$ cat src/rtl/ysyx_23060201_lsu_pkg.sv
// Shared definitions for the load/store unit.
//   - RV32 funct3 encodings for loads and stores
//   - FSM state encoding (2 bits)
//   - Size-to-byte-mask constants (4-lane word)
//   - Helpers for request legality and natural-alignment checking
package ysyx_23060201_lsu_pkg;

  localparam logic [2:0] F3_LB  = 3'b000;
  localparam logic [2:0] F3_LH  = 3'b001;
  localparam logic [2:0] F3_LW  = 3'b010;
  localparam logic [2:0] F3_LBU = 3'b100;
  localparam logic [2:0] F3_LHU = 3'b101;
  localparam logic [2:0] F3_SB  = 3'b000;
  localparam logic [2:0] F3_SH  = 3'b001;
  localparam logic [2:0] F3_SW  = 3'b010;

  // funct3[1:0] encodes the access size for every legal load/store
  localparam logic [1:0] SIZE_BYTE = 2'b00;
  localparam logic [1:0] SIZE_HALF = 2'b01;
  localparam logic [1:0] SIZE_WORD = 2'b10;

  localparam logic [3:0] MASK_BYTE = 4'h1;
  localparam logic [3:0] MASK_HALF = 4'h3;
  localparam logic [3:0] MASK_WORD = 4'hF;

  typedef enum logic [1:0] {
    ST_IDLE   = 2'd0,
    ST_ACCESS = 2'd1,
    ST_RESP   = 2'd2
  } lsu_state_e;

  function automatic logic f3_legal(input logic is_store, input logic [2:0] f3);
    if (is_store) return (f3 == F3_SB) || (f3 == F3_SH) || (f3 == F3_SW);
    return (f3 == F3_LB) || (f3 == F3_LH) || (f3 == F3_LW) ||
           (f3 == F3_LBU) || (f3 == F3_LHU);
  endfunction

  function automatic logic misaligned(input logic [1:0] size, input logic [1:0] off);
    return ((size == SIZE_HALF) && off[0]) || ((size == SIZE_WORD) && (off != 2'b00));
  endfunction

endpackage

$ cat src/rtl/ysyx_23060201_lsu_align.sv
// Purely combinational lane logic for the LSU.
//   size      : access size (funct3[1:0])
//   uns       : zero-extend loads (funct3[2])
//   off       : byte offset within the word (addr[1:0])
//   wdata     : right-aligned store data
//   rdata     : raw word read from memory
//   mask      : 4-lane byte mask for the access
//   wdata_sh  : store data shifted into its lanes
//   rdata_ext : load data extracted and sign/zero extended
// The offset is forced to the natural alignment of the access size, so a
// misaligned access that is allowed to proceed touches the aligned lanes.
module ysyx_23060201_lsu_align
  import ysyx_23060201_lsu_pkg::*;
#(
  parameter int DATA_WIDTH = 32
) (
  input  logic [1:0]            size,
  input  logic                  uns,
  input  logic [1:0]            off,
  input  logic [DATA_WIDTH-1:0] wdata,
  input  logic [DATA_WIDTH-1:0] rdata,
  output logic [3:0]            mask,
  output logic [DATA_WIDTH-1:0] wdata_sh,
  output logic [DATA_WIDTH-1:0] rdata_ext
);

  function automatic logic [DATA_WIDTH-1:0] ext_byte(input logic [7:0] b, input logic zext);
    logic signed [7:0]            sb;
    logic signed [DATA_WIDTH-1:0] w;
    sb = b;
    w  = {{(DATA_WIDTH-8){sb[7] & ~zext}}, sb};
    return w;
  endfunction

  function automatic logic [DATA_WIDTH-1:0] ext_half(input logic [15:0] h, input logic zext);
    logic signed [15:0]           sh;
    logic signed [DATA_WIDTH-1:0] w;
    sh = h;
    w  = {{(DATA_WIDTH-16){sh[15] & ~zext}}, sh};
    return w;
  endfunction

  logic [1:0]            off_eff;
  logic [DATA_WIDTH-1:0] rdata_sh;

  always_comb begin
    off_eff = 2'b00;
    mask    = MASK_WORD;
    case (size)
      SIZE_BYTE: begin
        off_eff = off;
        mask    = MASK_BYTE << off_eff;
      end
      SIZE_HALF: begin
        off_eff = {off[1], 1'b0};
        mask    = MASK_HALF << off_eff;
      end
      default: begin
        off_eff = 2'b00;
        mask    = MASK_WORD;
      end
    endcase
  end

  assign wdata_sh = wdata << {off_eff, 3'b000};
  assign rdata_sh = rdata >> {off_eff, 3'b000};

  always_comb begin
    rdata_ext = rdata_sh;
    case (size)
      SIZE_BYTE: rdata_ext = ext_byte(rdata_sh[7:0], uns);
      SIZE_HALF: rdata_ext = ext_half(rdata_sh[15:0], uns);
      default:   rdata_ext = rdata_sh;
    endcase
  end

endmodule

$ cat src/rtl/ysyx_23060201_lsu.sv
// Load/store unit: initiator side of the data-memory port.
// Takes one request at a time from EXU (req_*), performs a single-cycle
// memory access (mem_*), and returns extended load data to WBU (resp_*).
//   clk, rst_n            : clock, asynchronous active-low reset
//   req_valid/req_ready   : EXU handshake; req_is_store, req_funct3,
//                           req_addr, req_wdata describe the access
//   resp_valid/resp_ready : WBU handshake; resp_rdata, resp_err
//   mem_ren/raddr/rmask   : read port, mem_rdata returns combinationally
//   mem_wen/waddr/wmask/wdata : write port, commits on posedge clk
// Build option: define YSYX_23060201_LSU_MISALIGN_CHECK_EN to report
// misaligned half/word accesses as errors instead of aligning them down.
module ysyx_23060201_lsu
  import ysyx_23060201_lsu_pkg::*;
#(
  parameter int ADDR_WIDTH = 32,
  parameter int DATA_WIDTH = 32
) (
  input  logic                  clk,
  input  logic                  rst_n,
  input  logic                  req_valid,
  output logic                  req_ready,
  input  logic                  req_is_store,
  input  logic [2:0]            req_funct3,
  input  logic [ADDR_WIDTH-1:0] req_addr,
  input  logic [DATA_WIDTH-1:0] req_wdata,
  output logic                  resp_valid,
  input  logic                  resp_ready,
  output logic [DATA_WIDTH-1:0] resp_rdata,
  output logic                  resp_err,
  output logic                  mem_ren,
  output logic [ADDR_WIDTH-1:0] mem_raddr,
  output logic [7:0]            mem_rmask,
  input  logic [DATA_WIDTH-1:0] mem_rdata,
  output logic                  mem_wen,
  output logic [ADDR_WIDTH-1:0] mem_waddr,
  output logic [7:0]            mem_wmask,
  output logic [DATA_WIDTH-1:0] mem_wdata
);

  lsu_state_e            state_q, state_d;
  logic                  rdy_q;
  logic                  accept;
  logic                  req_err;

  logic                  is_store_q;
  logic [2:0]            f3_q;
  logic [ADDR_WIDTH-1:0] addr_q;
  logic [DATA_WIDTH-1:0] wdata_q;
  logic                  err_q;
  logic [DATA_WIDTH-1:0] rdata_q;

  logic [3:0]            mask;
  logic [DATA_WIDTH-1:0] wdata_sh;
  logic [DATA_WIDTH-1:0] rdata_ext;
  logic [ADDR_WIDTH-1:0] word_addr;
  logic                  in_access;

`ifdef YSYX_23060201_LSU_MISALIGN_CHECK_EN
  assign req_err = !f3_legal(req_is_store, req_funct3) ||
                   misaligned(req_funct3[1:0], req_addr[1:0]);
`else
  assign req_err = !f3_legal(req_is_store, req_funct3);
`endif

  // rdy_q holds req_ready low until the first edge after reset release
  assign req_ready = (state_q == ST_IDLE) && rdy_q;
  assign accept    = req_valid && req_ready;

  // Control: FSM state and ready gate
  always_ff @(posedge clk or negedge rst_n) begin
    if (!rst_n) begin
      state_q <= ST_IDLE;
      rdy_q   <= 1'b0;
    end else begin
      state_q <= state_d;
      rdy_q   <= 1'b1;
    end
  end

  always_comb begin
    state_d = state_q;
    case (state_q)
      ST_IDLE:   if (accept) state_d = req_err ? ST_RESP : ST_ACCESS;
      ST_ACCESS: state_d = ST_RESP;
      ST_RESP:   if (resp_ready) state_d = ST_IDLE;
      default:   state_d = ST_IDLE;
    endcase
  end

  // Request latch (IDLE -> ACCESS/RESP); outputs are gated by state, so no reset
  always_ff @(posedge clk) begin
    if (accept) begin
      is_store_q <= req_is_store;
      f3_q       <= req_funct3;
      addr_q     <= req_addr;
      wdata_q    <= req_wdata;
      err_q      <= req_err;
    end
  end

  ysyx_23060201_lsu_align #(
    .DATA_WIDTH (DATA_WIDTH)
  ) u_align (
    .size      (f3_q[1:0]),
    .uns       (f3_q[2]),
    .off       (addr_q[1:0]),
    .wdata     (wdata_q),
    .rdata     (mem_rdata),
    .mask      (mask),
    .wdata_sh  (wdata_sh),
    .rdata_ext (rdata_ext)
  );

  // Access stage (ACCESS -> RESP): capture extracted load data
  always_ff @(posedge clk) begin
    if (in_access && !is_store_q) rdata_q <= rdata_ext;
  end

  assign in_access = (state_q == ST_ACCESS);
  assign word_addr = {addr_q[ADDR_WIDTH-1:2], 2'b00};

  assign mem_ren   = in_access && !is_store_q;
  assign mem_wen   = in_access && is_store_q;
  assign mem_raddr = mem_ren ? word_addr : '0;
  assign mem_rmask = mem_ren ? {4'b0000, mask} : 8'h00;
  assign mem_waddr = mem_wen ? word_addr : '0;
  assign mem_wmask = mem_wen ? {4'b0000, mask} : 8'h00;
  assign mem_wdata = mem_wen ? wdata_sh : '0;

  // Response stage: held stable until the WBU handshake
  assign resp_valid = (state_q == ST_RESP);
  assign resp_err   = resp_valid && err_q;
  assign resp_rdata = (resp_valid && !err_q && !is_store_q) ? rdata_q : '0;

endmodule

$ cat config.mk
export PLATFORM = sky130hd
export DESIGN_NAME = ysyx_23060201_lsu
export DESIGN_NICKNAME = d
export VERILOG_FILES = /design/src/rtl/ysyx_23060201_lsu_pkg.sv /design/src/rtl/ysyx_23060201_lsu_align.sv /design/src/rtl/ysyx_23060201_lsu.sv
export SDC_FILE = /design/constraint.sdc
export NUM_CORES = 1
export LEC_CHECK = 0
export BUFFER_PORTS_ARGS = -buffer_cell sky130_fd_sc_hd__buf_2
export CORE_MARGIN = 2
export CORE_UTILIZATION = 31
export CTS_CLUSTER_SIZE = 24
export DETAILED_ROUTE_END_ITERATION = 8
export GPL_TIMING_DRIVEN = 0
export PLACE_DENSITY = 0.6
export SLEW_MARGIN = 10
export SYNTH_ARGS = -nofsm -noshare
export SYNTH_HDL_FRONTEND = slang
export SYNTH_SLANG_ARGS = --single-unit
$ cat constraint.sdc
create_clock -name clk -period 6.57 [get_ports clk]
set_clock_uncertainty 0.2 [all_clocks]
set_input_delay 0.3285 -clock clk [delete_from_list [all_inputs] [get_ports clk]]
set_output_delay 0.3285 -clock clk [all_outputs]
set_load 0.02 [all_outputs]
==> impl_metrics.csv, run 1 <==
group,metric,value,unit
run,maxCapViolations,0,
sta,final.setup.tns,0,ns
cts,cts_tree,"built",
sta,tightest_slew,0.987,ns
final_layout,drive_gt1_share,39.3,%
final_layout,fin_area,0.00786,sq mm
global_routing,grt_pass1_vias,4590,
worst_setup_path,r2r-start,"f3_q[0]",
detailed_routing,ant_nets,0,
cts,clock_path_buffers,2,
worst_setup_path,worst_r2r_path_depth,5,
synthesis,synth.distinct_cells,38,
worst_hold_path,hp-class,"input pin to flop",
global_routing,grt_max_degree,32,
sta,finalHoldViolations,0,
global_routing,antenna_found_initial,1,
sta,rsz0062_at_grt,"no",
synthesis,yosysTopAreaCellShare,57.9,%
synthesis,synth_common_cells,"and2_1 (113), edfxtp_1 (101), nand2_1 (33)",
power_and_ir_drop,cellPowerDensity,210,mW/mm^2
cts,root_buffer,"clkbuf_16",
synthesis,synth_top_area_cell,"edfxtp_1",
floorplan,num_rows,47,
global_routing,grt_pass1_wl,24300,microns
worst_setup_path,crit_chain,"nand3b_1 -> inv_1 -> nand2_2 -> nor2_1 -> and2_1 -> buf_2",
synthesis,yosys_warnings,0,
worst_hold_path,min_path_cells,3,
worst_setup_path,critPathLaunchType,"flop",
synthesis,avgSynthCellArea,12.3,sq um
place,post-place-ws,3.84,ns
cts,cts_buffers,9,
power_and_ir_drop,p_leak,3.63,nW
sta,fin_ws,3.43,ns
floorplan,io_pins,253,
synthesis,syn_inst,425,
sta,setup_viol,0,
detailed_routing,dr.pass1.iters,5,
worst_hold_path,whs_endpoint,"rdata_q[20]",
final_layout,nNetsFinal,868,
floorplan,die_y,134,microns
sta,fmax,0.319,GHz
worst_setup_path,crit_required,6.04,ns
worst_setup_path,critical-path-slowest-cell,"nor2_1",
sta,period_needed,3.14,ns
outcome,status,"finished clean",
synthesis,syn_area,0.00524,sq mm
cts,numClockSinks,104,
cts,cts_resized,0,
place,place_hpwl,12000,microns
worst_setup_path,critPathMaxFanout,9,
place,io_buffers,240,
sta,maxSlewHeadroom,34.0,%
detailed_routing,routed_wl,16200,microns
floorplan,initial_core_util,31.7,%
synthesis,yosysMostFrequentCell,"and2_1",
floorplan,coreArea,0.0165,sq mm
detailed_routing,post-route-drc-count,0,
place,dp.cells,903,
place,place_congestion,0.825,
cts,cts.clk_slew.worst_paths,0.07,ns
worst_hold_path,hold_start,"mem_rdata[20]",
detailed_routing,vias,4535,
synthesis,synthArstFlopShare,2.88,%
worst_setup_path,r2r-end,"rdata_q[0]",
sta,slew_viol_final,0,
sta,whs,0.0836,ns
cts,insertion_delay,0.36,ns
worst_setup_path,critical_path_class,"flop to primary output",
worst_setup_path,cp-end-kind,"primary output",
synthesis,ys_ff_latch,104,
place,dpl_cell_area,0.00683,sq mm
sta,fin_crit_sh,47.8,%
cts,h-tree-depth,3,
power_and_ir_drop,ir_drop,116,uV
final_layout,final_cell_count_no_fill,989,
synthesis,synth_edf_count,101,
final_layout,syn_to_final_growth,50.2,%
detailed_routing,drtIter0Drc,223,
synthesis,ys_seq_area_share,59.4,%
cts,post-cts-setup-buffer-count,0,
global_routing,overflow,0,
floorplan,die-area,0.0179,sq mm
global_routing,grtUsageTotal,17.7,%
synthesis,synth.area.top_cells,"edfxtp_1 (58%), and2_1 (14%), mux4_2 (4.7%)",
worst_setup_path,worst_path_largest_cell_delay,0.50,ns
cts,cts-hold-fix-buffers,70,
worst_setup_path,reg2reg_slack,4.20,ns
worst_setup_path,arrival,2.61,ns
synthesis,synth_ff_type,"edfxtp_1",
floorplan,fp.dieW,134,microns
detailed_routing,wl_per_cell,16.4,microns
detailed_routing,routed_via_density,4.59,
cell families after synthesis:
group	Yosys count	synth area share (%)
AND/OR/NAND/NOR	198	21.3
other	2	0.143
multiplexers	29	8.27
AO/OA/AOI/OAI	49	6.40
flip-flops	104	59.4
buffers and inverters	43	4.56
cell type report:
| cell class | instances | area, sq um |
|---|---|---|
| fill | 1485 | 8660 |
| sequential | 104 | 3110 |
| timing repair buffer | 317 | 1970 |
| multi-input combinational | 289 | 1940 |
| tap | 220 | 275 |
| clock buffer | 9 | 225 |
| buffer | 38 | 221 |
| clock inverter | 6 | 109 |
| inverter | 5 | 18.8 |
| antenna | 1 | 2.50 |
report_power, final:
| group | leakage [nW] | internal, W | total [W] | switching (W) |
|---|---|---|---|---|
| Clock | 0.165 | 0.000370 | 0.000615 | 0.000246 |
| Combinational | 2.50 | 0.000117 | 0.000250 | 0.000133 |
| Sequential | 0.968 | 0.000769 | 0.000786 | 0.0000168 |
| Total | 3.63 | 0.00126 | 0.00165 | 0.000396 |
sequential cells by signal, summed over array words and instances, names as in the netlist:
name / cells
addr_q: 32
rdata_q: 32
wdata_q: 32
f3_q: 3
state_q: 2
err_q: 1
is_store_q: 1
rdy_q: 1
metal layers:
layer	global-route usage, %	share of wire (%)
met1	20.6	40
met2	31.2	50
met3	4.95	8.1
met4	6.44	1.7
met5	0	0
worst max-delay path by stage:
| stage | from | to | slack (ns) |
|---|---|---|---|
| final | state_q[1] | mem_wdata[0] | 3.43 |
| after global routing | f3_q[1] | mem_wdata[5] | 3.23 |
| after CTS | f3_q[1] | mem_wdata[0] | 3.44 |
| after detailed placement | f3_q[1] | mem_wdata[0] | 3.84 |
| after global placement | state_q[0] | addr_q[12] | -1.45 |
| after floorplan | state_q[0] | addr_q[0] | 0.61 |
critical path, delay by kind of cell, from the launching register on:
kind / cells / cell delay [ns]
flops: 1 / 0.44
simple gates: 4 / 1.31
buf+inv: 2 / 0.51
stage by stage:
step | power (W) | util [%]
after floorplan | 0.000929 | -
after global placement | 0.00102 | 40.9
after detailed placement | 0.00102 | 41.3
after CTS | 0.00167 | 47.6
after global routing | 0.00171 | 47.6
final | 0.00165 | 47.6
cell usage in the layout (no fill, tap or decap), types with 2 or more instances in the layout:
cell type	netlist	layout
dfrtp_1	3	3
nor2_1	23	23
bufinv_16	0	3
conb_1	2	13
buf_6	2	2
nor3b_1	3	3
inv_1	5	5
buf_4	16	22
clkbuf_16	0	9
a211oi_1	9	9
clkbuf_1	16	15
a22oi_1	7	7
clkinv_2	0	2
mux2i_1	17	17
nand3_1	9	9
o221ai_1	8	8
buf_2	2	242
nand2_1	33	33
a21oi_1	19	19
edfxtp_1	101	101
nand2b_1	2	2
nor2b_1	5	5
and2_1	113	113
mux4_2	11	11
dlygate4sd3_1	0	70
buf_1	2	2
No activity file was read; power rests on OpenSTA's default activity.
==> inputs of run 2 (changes only) <==
PLACE_DENSITY = 0.63   (was 0.6)
clock period = 2.7 ns   (was 6.57 ns; I/O delays follow)
==> run 2 against run 1 <==
  * Routed wire length grew 6.0%
  * Sequential share of layout area is 2.5 points lower
  * Sequential power increased by 140%
  * Final cell count up 4.9%
  * Core utilization is 3.3 points higher
  * Count of clock-buffer cells in the layout did not move
  * Non-clock buffer count is 48 higher
  * Setup slack got worse by 3.3 ns
  * Die area unchanged
  * Highest routed layer unchanged
==> impl_metrics.csv, run 2 (synthesis results as in run 1) <==
group,metric,value,unit
power_and_ir_drop,cellPowerDensity,480,mW/mm^2
sta,tightest_slew,0.806,ns
floorplan,die-area,0.0179,sq mm
detailed_routing,routed_via_density,4.55,
sta,maxSlewHeadroom,46.1,%
worst_setup_path,critPathMaxFanout,42,
outcome,status,"finished clean",
cts,numClockSinks,104,
place,dp.cells,900,
power_and_ir_drop,switching_share,24.8,%
floorplan,num_rows,47,
worst_hold_path,hp-class,"input pin to flop",
floorplan,fp.dieW,134,microns
place,io_buffers,240,
cts,insertion_delay,0.36,ns
final_layout,reg_top3,"addr_q (32), rdata_q (32), wdata_q (32)",
global_routing,antenna_found_initial,0,
sta,fin_crit_sh,96.0,%
cts,cts_buffers,9,
cts,h-tree-depth,3,
floorplan,die_y,134,microns
final_layout,syn_to_final_growth,60.5,%
final_layout,final_common_cell,"buf_2",
detailed_routing,drtIter0Drc,222,
cts,root_buffer,"clkbuf_16",
sta,finalHoldViolations,0,
power_and_ir_drop,p_leak,3.86,nW
cts,cts_tree,"built",
floorplan,io_pins,253,
sta,fmax,0.386,GHz
floorplan,coreArea,0.0165,sq mm
final_layout,utilization,50.9,%
power_and_ir_drop,pwr-share-clk,35.3,%
global_routing,overflow,0,
global_routing,grt_pass1_vias,4847,
detailed_routing,post-route-drc-count,0,
power_and_ir_drop,power.switching,0.000998,W
place,place_congestion,0.766,
place,place_hpwl,11800,microns
detailed_routing,wl_per_cell,16.6,microns
final_layout,final_cell_count_no_fill,1037,
final_layout,antennaDiodeCount,0,
power_and_ir_drop,pwr-share-seq,47.5,%
cts,clock_path_buffers,2,
power_and_ir_drop,ir_drop,268,uV
final_layout,nNetsFinal,916,
worst_setup_path,arrival,2.26,ns
final_layout,drive_gt1_share,39.4,%
worst_setup_path,crit_required,2.37,ns
worst_setup_path,critPathLaunchType,"flop",
global_routing,grt_max_degree,43,
place,post-place-ws,-0.124,ns
sta,period_needed,2.59,ns
worst_setup_path,critical_path_class,"flop to primary output",
sta,fin_ws,0.109,ns
sta,setup_viol,0,
detailed_routing,routed_wl,17200,microns
power_and_ir_drop,power.internal,0.00303,W
run,maxCapViolations,0,
power_and_ir_drop,combPwrFrac,17.3,%
detailed_routing,dr.pass1.iters,5,
floorplan,initial_core_util,31.7,%
worst_setup_path,cp-end-kind,"primary output",
final_layout,fin_area,0.00840,sq mm
global_routing,grtUsageTotal,18.8,%
cts,cts.clk_slew.worst_paths,0.07,ns
sta,slew_viol_final,0,
detailed_routing,ant_nets,0,
place,dpl_cell_area,0.00684,sq mm
global_routing,grt_pass1_wl,25900,microns
final_layout,final_cell_mix,"buf_2 (241), and2_1 (113), dlygate4sd3_1 (110), edfxtp_1 (101), nand2_1 (33)",
detailed_routing,vias,4717,
run 2: cell types whose count changed in the layout (fill, tap and decap cells not counted), moves of 2 or more:
cell / change
buf_6: +2
clkinv_4: +2
buf_4: +4
clkbuf_1: -5
dlygate4sd3_1: +40
buf_8: +3
clkbuf_2: +5
run 2: final cells by class:
| type | count | area [sq um] |
|---|---|---|
| clock inverter | 7 | 96.3 |
| multi-input combinational | 289 | 1960 |
| clock buffer | 9 | 225 |
| buffer | 38 | 259 |
| inverter | 5 | 21.3 |
| timing repair buffer | 365 | 2460 |
| fill | 1476 | 8120 |
| sequential | 104 | 3110 |
| tap | 220 | 275 |
run 2: critical path, stage by stage, from the launching register on:
cell	delay [ns]
dfrtp_1	0.46
or3b_2	0.57
inv_1	0.22
clkbuf_16	0.30
and2_1	0.15
buf_2	0.17
run 2: power by group through the flow:
stage	registers (W)	clock network [W]	logic (W)
2_1_floorplan	0.00194	0	0.000318
3_3_place_gp	0.00195	0	0.000514
3_5_place_dp	0.00195	0	0.000540
4_1_cts	0.00191	0.00146	0.000676
5_1_grt	0.00192	0.00150	0.000749
6_report	0.00191	0.00142	0.000696
run 2: per-layer routing:
metal	GRT usage, %	part of all wire, %	up-vias
li1	-	-	2269
met3	4.65	7.8	25
met4	7.03	2.0	0
met2	32.2	49	228
met1	23.0	41	2195
met5	0	0	-
run 2: through the flow:
stage	TNS [ns]	total power, W	hold slack [ns]
4_1_cts	0	0.00404	0.00116
3_3_place_gp	-64.68	0.00247	-0.265
3_5_place_dp	-1.10	0.00249	-0.264
6_report	0	0.00403	0.0628
5_1_grt	-0.00303	0.00417	0.0924
2_1_floorplan	-4.14	0.00225	-0.361
run 2: timing repair:
item / 4_1_cts / 5_1_grt
endpoints found under the setup margin: 73 / 64
pin swaps: 0 / 0
hold buffers: 109 / 1
buffers inserted: 0 / 11
endpoints found under the hold margin: 104 / 1
gates resized for setup: 9 / 15
run 2: final timing paths:
path | start | to | slack, ns | cells after the start
max in group asynchronous | rst_n | state_q[0] | 1.65 | 3
min in group asynchronous | rst_n | rdy_q | 0.50 | 3
setup reg to reg | addr_q[1] | rdata_q[28] | 0.39 | 5
hold reg to reg | state_q[0] | err_q | 0.59 | 1
hold / removal | req_valid | err_q | 0.06 | 3
setup / recovery | state_q[1] | mem_raddr[26] | 0.11 | 5
==> inputs of run 3 (changes only) <==
CELL_PAD_IN_SITES_DETAIL_PLACEMENT = 1   (was default)
CELL_PAD_IN_SITES_GLOBAL_PLACEMENT = 2   (was default)
CORE_UTILIZATION = 25   (was 31)
PLACE_DENSITY = 0.78   (was 0.63)
==> run 3 against run 2 <==
  * Fmax rose by 1.6%
  * Final cell count rose by 4.1%
  * Critical endpoint is now mem_wdata[30]
  * Non-clock buffer count fell by 8
  * Die area rose by 23%
  * Count of clock-buffer cells in the layout did not move
  * Hold slack improved by 0.079 ns
  * Global-route usage fell by 1.5 points
  * Via count rose by 1.8%
  * Critical path depth rose by 1
  * Sequential power barely moved
  * First-iteration DRC count fell by 34%
==> impl_metrics.csv, run 3 (synthesis results as in run 1) <==
group,metric,value,unit
worst_setup_path,critPathLaunchType,"flop",
power_and_ir_drop,ir_drop,263,uV
cts,numClockSinks,104,
worst_hold_path,min_path_cells,3,
sta,period_needed,2.55,ns
sta,fin_crit_sh,94.5,%
worst_setup_path,arrival,2.22,ns
detailed_routing,drtIter0Drc,146,
floorplan,die-area,0.0221,sq mm
final_layout,register_area,0.00311,sq mm
detailed_routing,routed_wl,19300,microns
sta,setup_viol,0,
sta,maxSlewHeadroom,38.4,%
final_layout,fillers,2299,
global_routing,grt_pass1_wl,29500,microns
worst_setup_path,critPathMaxFanout,10,
power_and_ir_drop,p_leak,3.78,nW
sta,final.setup.tns,0,ns
detailed_routing,dr.pass1.iters,4,
final_layout,utilization,40.9,%
place,io_buffers,240,
global_routing,grt_max_degree,43,
worst_setup_path,path_common_cell,"buf_2",
sta,rsz0062_at_grt,"no",
worst_setup_path,worst_r2r_path_depth,6,
sta,fin_ws,0.148,ns
final_layout,drive_gt1_share,39.1,%
sta,slew_viol_final,0,
place,dpl_cell_area,0.00687,sq mm
cts,clock_path_buffers,2,
global_routing,grt_pass1_vias,5243,
cts,insertion_delay,0.34,ns
sta,tightest_slew,0.921,ns
floorplan,fp.dieW,149,microns
worst_setup_path,worst_path_largest_cell_delay,0.51,ns
sta,fmax,0.392,GHz
final_layout,final_cell_mix,"buf_2 (241), and2_1 (113), dlygate4sd3_1 (107), edfxtp_1 (101), nand2_1 (33)",
cts,cts_tree,"built",
floorplan,num_rows,52,
detailed_routing,post-route-drc-count,0,
final_layout,multi_input_area,0.00197,sq mm
final_layout,fin_area,0.00833,sq mm
detailed_routing,routed_via_density,4.45,
floorplan,io_pins,253,
worst_setup_path,critical-path-slowest-cell,"mux4_2",
worst_hold_path,hp-class,"input pin to flop",
worst_setup_path,crit_chain,"buf_2 -> nand2b_2 -> buf_6 -> mux4_2 -> and2_1 -> buf_2",
cts,cts_buffers,9,
global_routing,grtUsageTotal,17.3,%
worst_setup_path,critical_path_class,"flop to primary output",
power_and_ir_drop,cellPowerDensity,461,mW/mm^2
final_layout,antennaDiodeCount,0,
detailed_routing,vias,4800,
place,place_congestion,0.753,
final_layout,nNetsFinal,908,
global_routing,antenna_found_initial,0,
final_layout,final_common_cell,"buf_2",
final_layout,reg_top3,"addr_q (32), rdata_q (32), wdata_q (32)",
cts,h-tree-depth,3,
sta,finalHoldViolations,0,
floorplan,die_y,149,microns
cts,cts.clk_slew.worst_paths,0.07,ns
outcome,status,"finished clean",
detailed_routing,wl_per_cell,17.8,microns
detailed_routing,ant_nets,0,
power_and_ir_drop,power,0.00384,W
floorplan,initial_core_util,25.7,%
place,post-place-ws,-0.171,ns
global_routing,overflow,0,
final_layout,syn_to_final_growth,59.1,%
run,maxCapViolations,0,
floorplan,coreArea,0.0204,sq mm
worst_setup_path,crit_required,2.37,ns
cts,root_buffer,"clkbuf_16",
place,place_hpwl,13700,microns
worst_setup_path,cp-end-kind,"primary output",
## run 3: routing by layer
layer	vias to the layer above	track usage (%)	wire length (microns)
li1	2254	-	-
met1	2336	20.6	7830
met2	198	30.8	9750
met3	12	5.09	1480
met4	0	4.10	194
met5	-	0	0
## run 3: power by group
part	total (W)	switching, W	leakage [nW]	internal, W
sequential	0.00192	0.0000450	0.968	0.00187
combinational	0.000688	0.000354	2.68	0.000335
clock	0.00124	0.000611	0.127	0.000625
## run 3: metrics by stage
stage	instances	hold slack [ns]
2_1_floorplan	436	-0.361
3_3_place_gp	946	-0.267
3_5_place_dp	949	-0.262
4_1_cts	1074	0.000891
5_1_grt	1079	0.130
6_report	1079	0.142
## run 3: path summary, 6_finish.rpt
check,slack [ns],from,endpoint
setup / recovery,0.15,f3_q[1],mem_wdata[30]
hold / removal,0.14,req_valid,err_q
setup reg to reg,0.35,f3_q[0],rdata_q[8]
hold reg to reg,0.62,f3_q[2],rdata_q[21]
max in group asynchronous,1.67,rst_n,state_q[1]
min in group asynchronous,0.47,rst_n,rdy_q
## run 3: what timing repair did
item                                    CTS  global route
hold buffers                            106             1
setup buffers                             3             4
endpoints found under the hold margin   104             1
endpoints found under the setup margin   76            84
gates resized for setup                   9            12
## run 3: worst max-delay path, delay by kind of cell, from the launching register on
| kind | cells | cell delay [ns] |
|---|---|---|
| buffers and inverters | 3 | 0.60 |
| DFF | 1 | 0.32 |
| muxes | 1 | 0.51 |
| and+or+nand+nor | 2 | 0.44 |
## run 3: layout make-up
cell class / instances / area share, %
clock inverter: 7 / 0.541
clock buffer: 9 / 2.70
inverter: 5 / 0.270
tap: 270 / 4.05
multi-input combinational: 289 / 23.6
timing repair buffer: 357 / 28.4
buffer: 38 / 3.09
sequential: 104 / 37.3
